==> config.mk <==
export PLATFORM = sky130hd
export DESIGN_NAME = led_pwm_fader
export DESIGN_NICKNAME = d
export VERILOG_FILES = /design/src/rtl/led_pwm_fader.sv
export SDC_FILE = /design/constraint.sdc
export NUM_CORES = 1
export LEC_CHECK = 0
export CORE_UTILIZATION = 54
export CTS_CLUSTER_DIAMETER = 80
export CTS_CLUSTER_SIZE = 14
export DETAILED_ROUTE_END_ITERATION = 8
export PLACE_DENSITY = 0.71
export SYNTH_ARGS = -nofsm -noshare
export SYNTH_HDL_FRONTEND = slang
export SYNTH_SLANG_ARGS = --single-unit
==> constraint.sdc <==
create_clock -name clk -period 3.2 [get_ports clk]
set_clock_uncertainty 0.2 [all_clocks]
set_input_delay 0.8 -clock clk [delete_from_list [all_inputs] [get_ports clk]]
set_output_delay 0.8 -clock clk [all_outputs]
set_load 0.05 [all_outputs]
==> src/rtl/led_pwm_fader.sv <==
// Per-channel LED PWM fader: ramps each channel's duty between off and full on.
// Define LED_PWM_ACTIVE_LOW_EN to drive active-low LED boards (led_out inverted).
module led_pwm_fader #(
  parameter int NUM_LED  = 4,
  parameter int PWM_BITS = 8,
  parameter int FADE_DIV = 1000
) (
  input  logic               clk,
  input  logic               rst_n,
  input  logic [NUM_LED-1:0] led_in,
  input  logic               enable,
  output logic [NUM_LED-1:0] led_out,
  output logic [NUM_LED-1:0] fading
);

  localparam int STEP_W = (FADE_DIV > 1) ? $clog2(FADE_DIV) : 1;
  localparam logic [PWM_BITS-1:0] DUTY_MAX = '1;
  localparam logic [PWM_BITS-1:0] DUTY_MIN = '0;

  typedef enum logic [1:0] {
    OFF  = 2'd0,
    RISE = 2'd1,
    ON   = 2'd2,
    FALL = 2'd3
  } state_t;

  logic [PWM_BITS-1:0] pwm_cnt;
  logic [STEP_W-1:0]   step_cnt;
  logic                step_tick;

  state_t              state_q [NUM_LED];
  state_t              state_d [NUM_LED];
  logic [PWM_BITS-1:0] duty_q  [NUM_LED];
  logic [PWM_BITS-1:0] duty_d  [NUM_LED];

  logic [NUM_LED-1:0]  drive_d;
  logic [NUM_LED-1:0]  fading_d;

  assign step_tick = enable && (step_cnt == STEP_W'(FADE_DIV - 1));

  // PWM counter free-runs; the fade prescaler only advances while enabled.
  always_ff @(posedge clk or negedge rst_n) begin
    if (!rst_n) begin
      pwm_cnt  <= '0;
      step_cnt <= '0;
    end else begin
      pwm_cnt <= pwm_cnt + PWM_BITS'(1);
      if (enable) begin
        if (step_tick)
          step_cnt <= '0;
        else
          step_cnt <= step_cnt + STEP_W'(1);
      end
    end
  end

  always_ff @(posedge clk or negedge rst_n) begin
    if (!rst_n) begin
      for (int i = 0; i < NUM_LED; i++) begin
        state_q[i] <= OFF;
        duty_q[i]  <= '0;
      end
    end else begin
      for (int i = 0; i < NUM_LED; i++) begin
        state_q[i] <= state_d[i];
        duty_q[i]  <= duty_d[i];
      end
    end
  end

  // A led_in reversal takes priority over a step in the same cycle.
  always_comb begin
    for (int i = 0; i < NUM_LED; i++) begin
      state_d[i] = state_q[i];
      duty_d[i]  = duty_q[i];
      if (enable) begin
        case (state_q[i])
          OFF: begin
            if (led_in[i]) state_d[i] = RISE;
          end
          RISE: begin
            if (!led_in[i]) begin
              state_d[i] = FALL;
            end else if (step_tick) begin
              if (duty_q[i] != DUTY_MAX) duty_d[i] = duty_q[i] + PWM_BITS'(1);
              if (duty_d[i] == DUTY_MAX) state_d[i] = ON;
            end
          end
          ON: begin
            if (!led_in[i]) state_d[i] = FALL;
          end
          FALL: begin
            if (led_in[i]) begin
              state_d[i] = RISE;
            end else if (step_tick) begin
              if (duty_q[i] != DUTY_MIN) duty_d[i] = duty_q[i] - PWM_BITS'(1);
              if (duty_d[i] == DUTY_MIN) state_d[i] = OFF;
            end
          end
          default: state_d[i] = OFF;
        endcase
      end
    end
  end

  always_comb begin
    drive_d  = '0;
    fading_d = '0;
    for (int i = 0; i < NUM_LED; i++) begin
      drive_d[i]  = enable && ((duty_q[i] == DUTY_MAX) || (pwm_cnt < duty_q[i]));
      fading_d[i] = (state_q[i] == RISE) || (state_q[i] == FALL);
    end
  end

  always_ff @(posedge clk or negedge rst_n) begin
    if (!rst_n) begin
`ifdef LED_PWM_ACTIVE_LOW_EN
      led_out <= '1;
`else
      led_out <= '0;
`endif
      fading  <= '0;
    end else begin
`ifdef LED_PWM_ACTIVE_LOW_EN
      led_out <= ~drive_d;
`else
      led_out <= drive_d;
`endif
      fading  <= fading_d;
    end
  end

endmodule
Yosys cells after proc, flatten, opt, wreduce, memory -nomap -nowiden
Index checks and enable logic that the tools add are counted.
- $add $sub $neg: 10
- order comparisons: 4
- eq/ne operators: 65
- muxes and demuxes: 97
- reductions and logical operators: 37
- operators by type and width (operator ; count):
    8-bit 2-to-1 mux ; 56
    8-bit == test, second input constant ; 8
    2-bit 2-to-1 mux ; 32
    8-bit case mux with 2 select lines ; 4
    2-bit inequality test, second input constant ; 24
    3-bit inequality test, second input constant ; 16
    8-bit by 1-bit adder with 8-bit output, second input constant ; 5
    8-bit zero test ; 4
    8-bit < comparator ; 4
    8-bit inequality test, second input constant ; 4
    2-bit case mux with 4 select lines ; 4
    8-bit nonzero test ; 4
    8-bit by 1-bit subtractor with 8-bit output, second input constant ; 4
    7-bit AND reduction ; 4
    6-bit AND reduction ; 4
    2-bit == test, second input constant ; 8
    10-bit by 1-bit adder with 10-bit output, second input constant ; 1
    10-bit == test, second input constant ; 1
    10-bit 2-to-1 mux ; 1
    2-bit by 1-bit == test with 1-bit output, second input constant ; 4
    2-bit zero test ; 4
    1-bit logical OR ; 8
    2-bit nonzero test ; 4
    1-bit logical AND ; 5
- register bits after elaboration: 66
- input port bits: 7
- output and inout port bits: 8
- logic and storage cells: 225

Depth between registers and ports, before layout
- word-level depth: 11
- gate-level depth with buffers: 11
- gate-level depth less buffers: 9

Worst setup path after synthesis
OpenSTA, ideal clock, no wires.
- path kind: register to register
- from: register duty_q[0] (netlist name)
- to: register state_q[1] (netlist name)
- setup time: 125 ps
- arrival: 2572 ps
- data required time: 2875 ps
- setup slack: 303 ps
- cell stages (with the launch flop): 12
- path buffers: 2
- period minus slack after synthesis: 2897 ps
- cells stage by stage: dfrtp_1 -> buf_2 -> inv_1 -> ha_1 -> or4b_4 -> or2_0 -> buf_2 -> nor3_2 -> a31oi_1 -> o41ai_2 -> o211ai_1 -> mux2_4
- longest elaborated chain between the ends: 9
- elaborated cells between the ends (all ways): 19
- those cells by class: 2 x add/sub; 4 x eq/ne; 10 x mux; 3 x reduce/logical
- RTL lines (element ; RTL line ; source):
    start: declaration ; 33 ; logic [PWM_BITS-1:0] duty_q [NUM_LED];
    start signal: indexed assignment ; 66 ; duty_q[i] <= duty_d[i];
    8-bit by 1-bit adder with 8-bit output (tied with other cells) ; 85 ; if (duty_q[i] != DUTY_MAX) duty_d[i] = duty_q[i] + PWM_BITS'(1);
    8-bit 2-to-1 mux (on tied branches) ; 85, 96 ;
    8-bit 2-to-1 mux (on tied branches) ; 84, 95 ;
    8-bit 2-to-1 mux (on tied branches) ; 82, 93 ;
    8-bit 2-to-1 mux ; 77 ; case (state_q[i])
    8-bit 2-to-1 mux ; 76 ; if (enable) begin
    8-bit == test or 8-bit zero test (tied branches) ; 86, 97 ;
    3-bit inequality test (no line) ; - ;
    7-bit AND reduction (no line) * ; - ;
    end signal: indexed assignment ; 65 ; state_q[i] <= state_d[i];
    end: declaration ; 31 ; state_t state_q [NUM_LED];
Every way passes the cells marked *; elsewhere a longest branch is shown, timed or not. The select of a mux whose other input is x is not followed.
A chain may end at the register's enable or synchronous reset.

Final worst setup path
- from: register duty_q[1] (netlist name)
- to: register state_q[1] (netlist name)
The elaborated chain is that of the path after synthesis.

==> impl_metrics.csv <==
group,metric,value,unit
clock_tree,clockBufferDepth,2,
floorplan,core,10300,um^2
synthesis,synth_compound_area_share,22.6,%
power_and_ir_drop,p_leak,2.62,nW
synthesis,synth_edf_count,0,
clock_tree,cts_resized,0,
synthesis,synth-async-reset-ratio,100,%
grt,grt_pass1_vias,5211,
drt,drtAntennaViolNets,0,
floorplan,start_util,55.7,%
clock_tree,cts_hold_buf,0,
layout,drive_gt1_share,8.29,%
placed_design,gp_congestion,0.953,
clock_tree,insertion_delay,0.38,ns
drt,routedWlPerCell,17.1,um
synthesis,synth-simple-area-share,22.1,%
sta,period_share,92.1,%
grt,antenna_found_initial,0,
power_and_ir_drop,p_per_area,476,nW/um^2
worst_setup_path,cp_top_family,"simple AND/OR/NAND/NOR gates",
synthesis,ys_types,69,
clock_tree,clk_pin_slew_worst_paths,0.08,ns
worst_setup_path,r2r_slack,0.25,ns
drt,dr.pass1.iters,6,
worst_setup_path,critPathSlowestCell,"or4b_4",
grt,grt_pass1_wl,24700,um
synthesis,synth_mux_area_share,2.68,%
synthesis,yosys.area_share.adder,13.5,%
synthesis,synthCells,713,
worst_setup_path,cp-end-kind,"flip-flop",
clock_tree,clock_sinks,66,
synthesis,synth_warnings,0,
synthesis,synth-xor-area-share,3.96,%
placed_design,hpwl,10500,um
clock_tree,h-tree-depth,3,
worst_setup_path,worstPathCellList,"inv_1, ha_1, or4b_4, or2_0, nor3_2, a31oi_1, o41ai_2, o211ai_1, mux2_4",
synthesis,syn_area_per_cell,8.07,um^2
sta,max_slew_margin,46.1,%
worst_setup_path,cp.depth,9,
sta,tightest_slew,0.800,ns
synthesis,ys.flop_type,"dfrtp_1",
drt,vias,5429,
layout,design_area,6270,um^2
drt,drc_errors,0,
synthesis,netlist_area,5750,um^2
floorplan,dieHeight,105,um
synthesis,synth_top_family_by_area,"compound AO/OA/AOI/OAI gates",
sta,final.setup.tns,0,ns
power_and_ir_drop,ir_drop,0.419,mV
floorplan,die_w,105,um
floorplan,ioPinCount,15,
worst_setup_path,worst_path_largest_cell_delay,0.47,ns
worst_setup_path,path_buf_inv,1,
worst_setup_path,crit_path_end,"state_q[1]",
clock_tree,cts_buffers,9,
placed_design,placed_area,6060,um^2
worst_setup_path,startpoint_type,"flip-flop",
layout,final_nets,788,
worst_setup_path,reg2regPathDepth,9,
sta,fmax,339,MHz
sta,setup_viol,0,
synthesis,synth_nets,782,
hold_path,hp-class,"input port to async pin",
floorplan,rows,37,
drt,drt-total-wl,14700,um
grt,overflow,0,
worst_setup_path,reg2reg_from,"duty_q[1]",
grt,grt_max_degree,42,
drt,vias_per_cell,6.31,
worst_setup_path,worst_r2r_endpoint,"state_q[1]",
sta,hold_viol,0,
grt,track_usage,27.9,%
clock_tree,cts_setup_buffers,0,
floorplan,die-area,11100,um^2
worst_setup_path,cp_max_fo,6,
placed_design,numPortBuffers,14,
worst_setup_path,required,3.26,ns
worst_setup_path,cp-startpoint,"duty_q[1]",
layout,area_growth_syn_to_layout,9.12,%
sta,period_minus_slack,2.95,ns
sta,maxSlewViolCount,0,
drt,drtIter0Drc,389,
outcome,outcome,"finished, final reports clean",
synthesis,ys_ff_latch,66,
worst_setup_path,critPathArrivalTime,3.00,ns
synthesis,seq_area_frac_synth,28.7,%
worst_setup_path,path_class,"flip-flop to flip-flop",
layout,antennaDiodeCount,0,
clock_tree,cts_tree,"done",
clock_tree,clock-root-buffer,"clkbuf_8",
sta,rsz0062_at_grt,"false",
job,drv_cap,0,
flip-flops by register name (all words and copies together), names as in the netlist:
register and cells:
duty_q 32, step_cnt 10, state_q 8, led_out 4
pwm_cnt 8, fading 4
cell usage after synthesis (3+ instances only):
cell type | count | share of area [%]
a211oi_1 | 5 | 0.65
a21boi_0 | 8 | 1.0
a21oi_1 | 45 | 3.9
a22o_1 | 6 | 0.91
a22oi_1 | 10 | 1.3
a31o_2 | 4 | 0.61
a31oi_1 | 8 | 0.87
a32o_1 | 3 | 0.52
a41oi_1 | 4 | 0.61
and2_1 | 5 | 0.54
and3_1 | 13 | 1.4
and4_1 | 3 | 0.46
buf_2 | 11 | 0.96
clkbuf_1 | 28 | 1.8
dfrtp_1 | 66 | 29
ha_1 | 62 | 13
inv_1 | 49 | 3.2
mux2_2 | 7 | 1.4
mux2i_1 | 6 | 1.0
nand2_1 | 50 | 3.3
nand3_1 | 33 | 2.9
nand4_1 | 14 | 1.5
nor2_1 | 60 | 3.9
nor2b_1 | 8 | 0.87
nor3_1 | 32 | 2.8
nor3b_1 | 4 | 0.52
nor4_1 | 8 | 0.87
o211ai_1 | 4 | 0.52
o21ai_0 | 56 | 4.9
o22ai_1 | 12 | 1.3
o31ai_1 | 4 | 0.52
o32ai_1 | 4 | 0.61
o41ai_1 | 6 | 0.91
or2_2 | 4 | 0.44
or3_1 | 5 | 0.54
xnor2_1 | 22 | 3.4
xor2_1 | 4 | 0.61
through the flow:
step                power, mW  cells  utilization (%)  hold WS [ns]  setup slack (ns)
floorplan                1.89    713                -         0.267             0.303
CTS                      3.00    860             60.8         0.270             0.256
global route             3.18    860             60.8         0.304             0.108
finish                   2.99    860             60.8         0.252             0.252
global placement         2.16    844             58.7         0.280             0.152
detailed placement       2.20    844             58.7         0.314            0.0567
how the worst min path moves through the flow:
stage / start / end / cells past startpoint
after floorplan: step_cnt[4] / step_cnt[4] / 1
after global placement: step_cnt[4] / step_cnt[4] / 1
after detailed placement: step_cnt[7] / step_cnt[7] / 1
after CTS: rst_n / led_out[3] / 1
after global routing: rst_n / led_out[3] / 1
final: rst_n / led_out[3] / 1
kinds of logic after synthesis:
logic type	after synthesis
mux	14
flops	66
xor+xnor	26
fa+ha+maj	62
compound gates	200
buf+inv	92
simple gates	253
per-layer routing:
layer,routed length [um],global-route usage [%],vias to the layer above,part of all wire [%]
met5,0,0,-,0
met4,288,11.5,0,2.0
met3,995,5.43,27,6.8
met2,6890,45.2,223,47
met1,6500,36.3,2564,44
li1,-,-,2615,-
cells in the final DEF, fill, tap and decap left out, types with 8 or more instances in the layout:
cell and n:
ha_1 62, nor4_1 8, nor2_1 60, dfrtp_1 66
inv_1 49, nor2b_1 8, nand2_1 50, a22oi_1 10
nor3_1 32, o22ai_1 12, nand3_1 33, buf_4 22
a21oi_1 45, nand4_1 14, a31oi_1 8, a21boi_0 8
clkdlybuf4s50_1 13, xnor2_1 22, and3_1 13, clkbuf_8 13
o21ai_0 56
final cells by class:
type | instances | area [um^2]
clock buffers | 15 | 186
repair buffers | 37 | 320
multi-input cells | 555 | 3730
clock inverters | 1 | 30.0
flip-flops and latches | 66 | 1650
inverters | 50 | 188
fillers | 897 | 4050
well taps | 136 | 170
power breakdown:
part	internal (mW)	switching (mW)	total, mW
Sequential	0.954	0.109	1.06
Combinational	0.455	0.680	1.14
Clock	0.446	0.343	0.789
No activity file was read; power rests on OpenSTA's default activity.
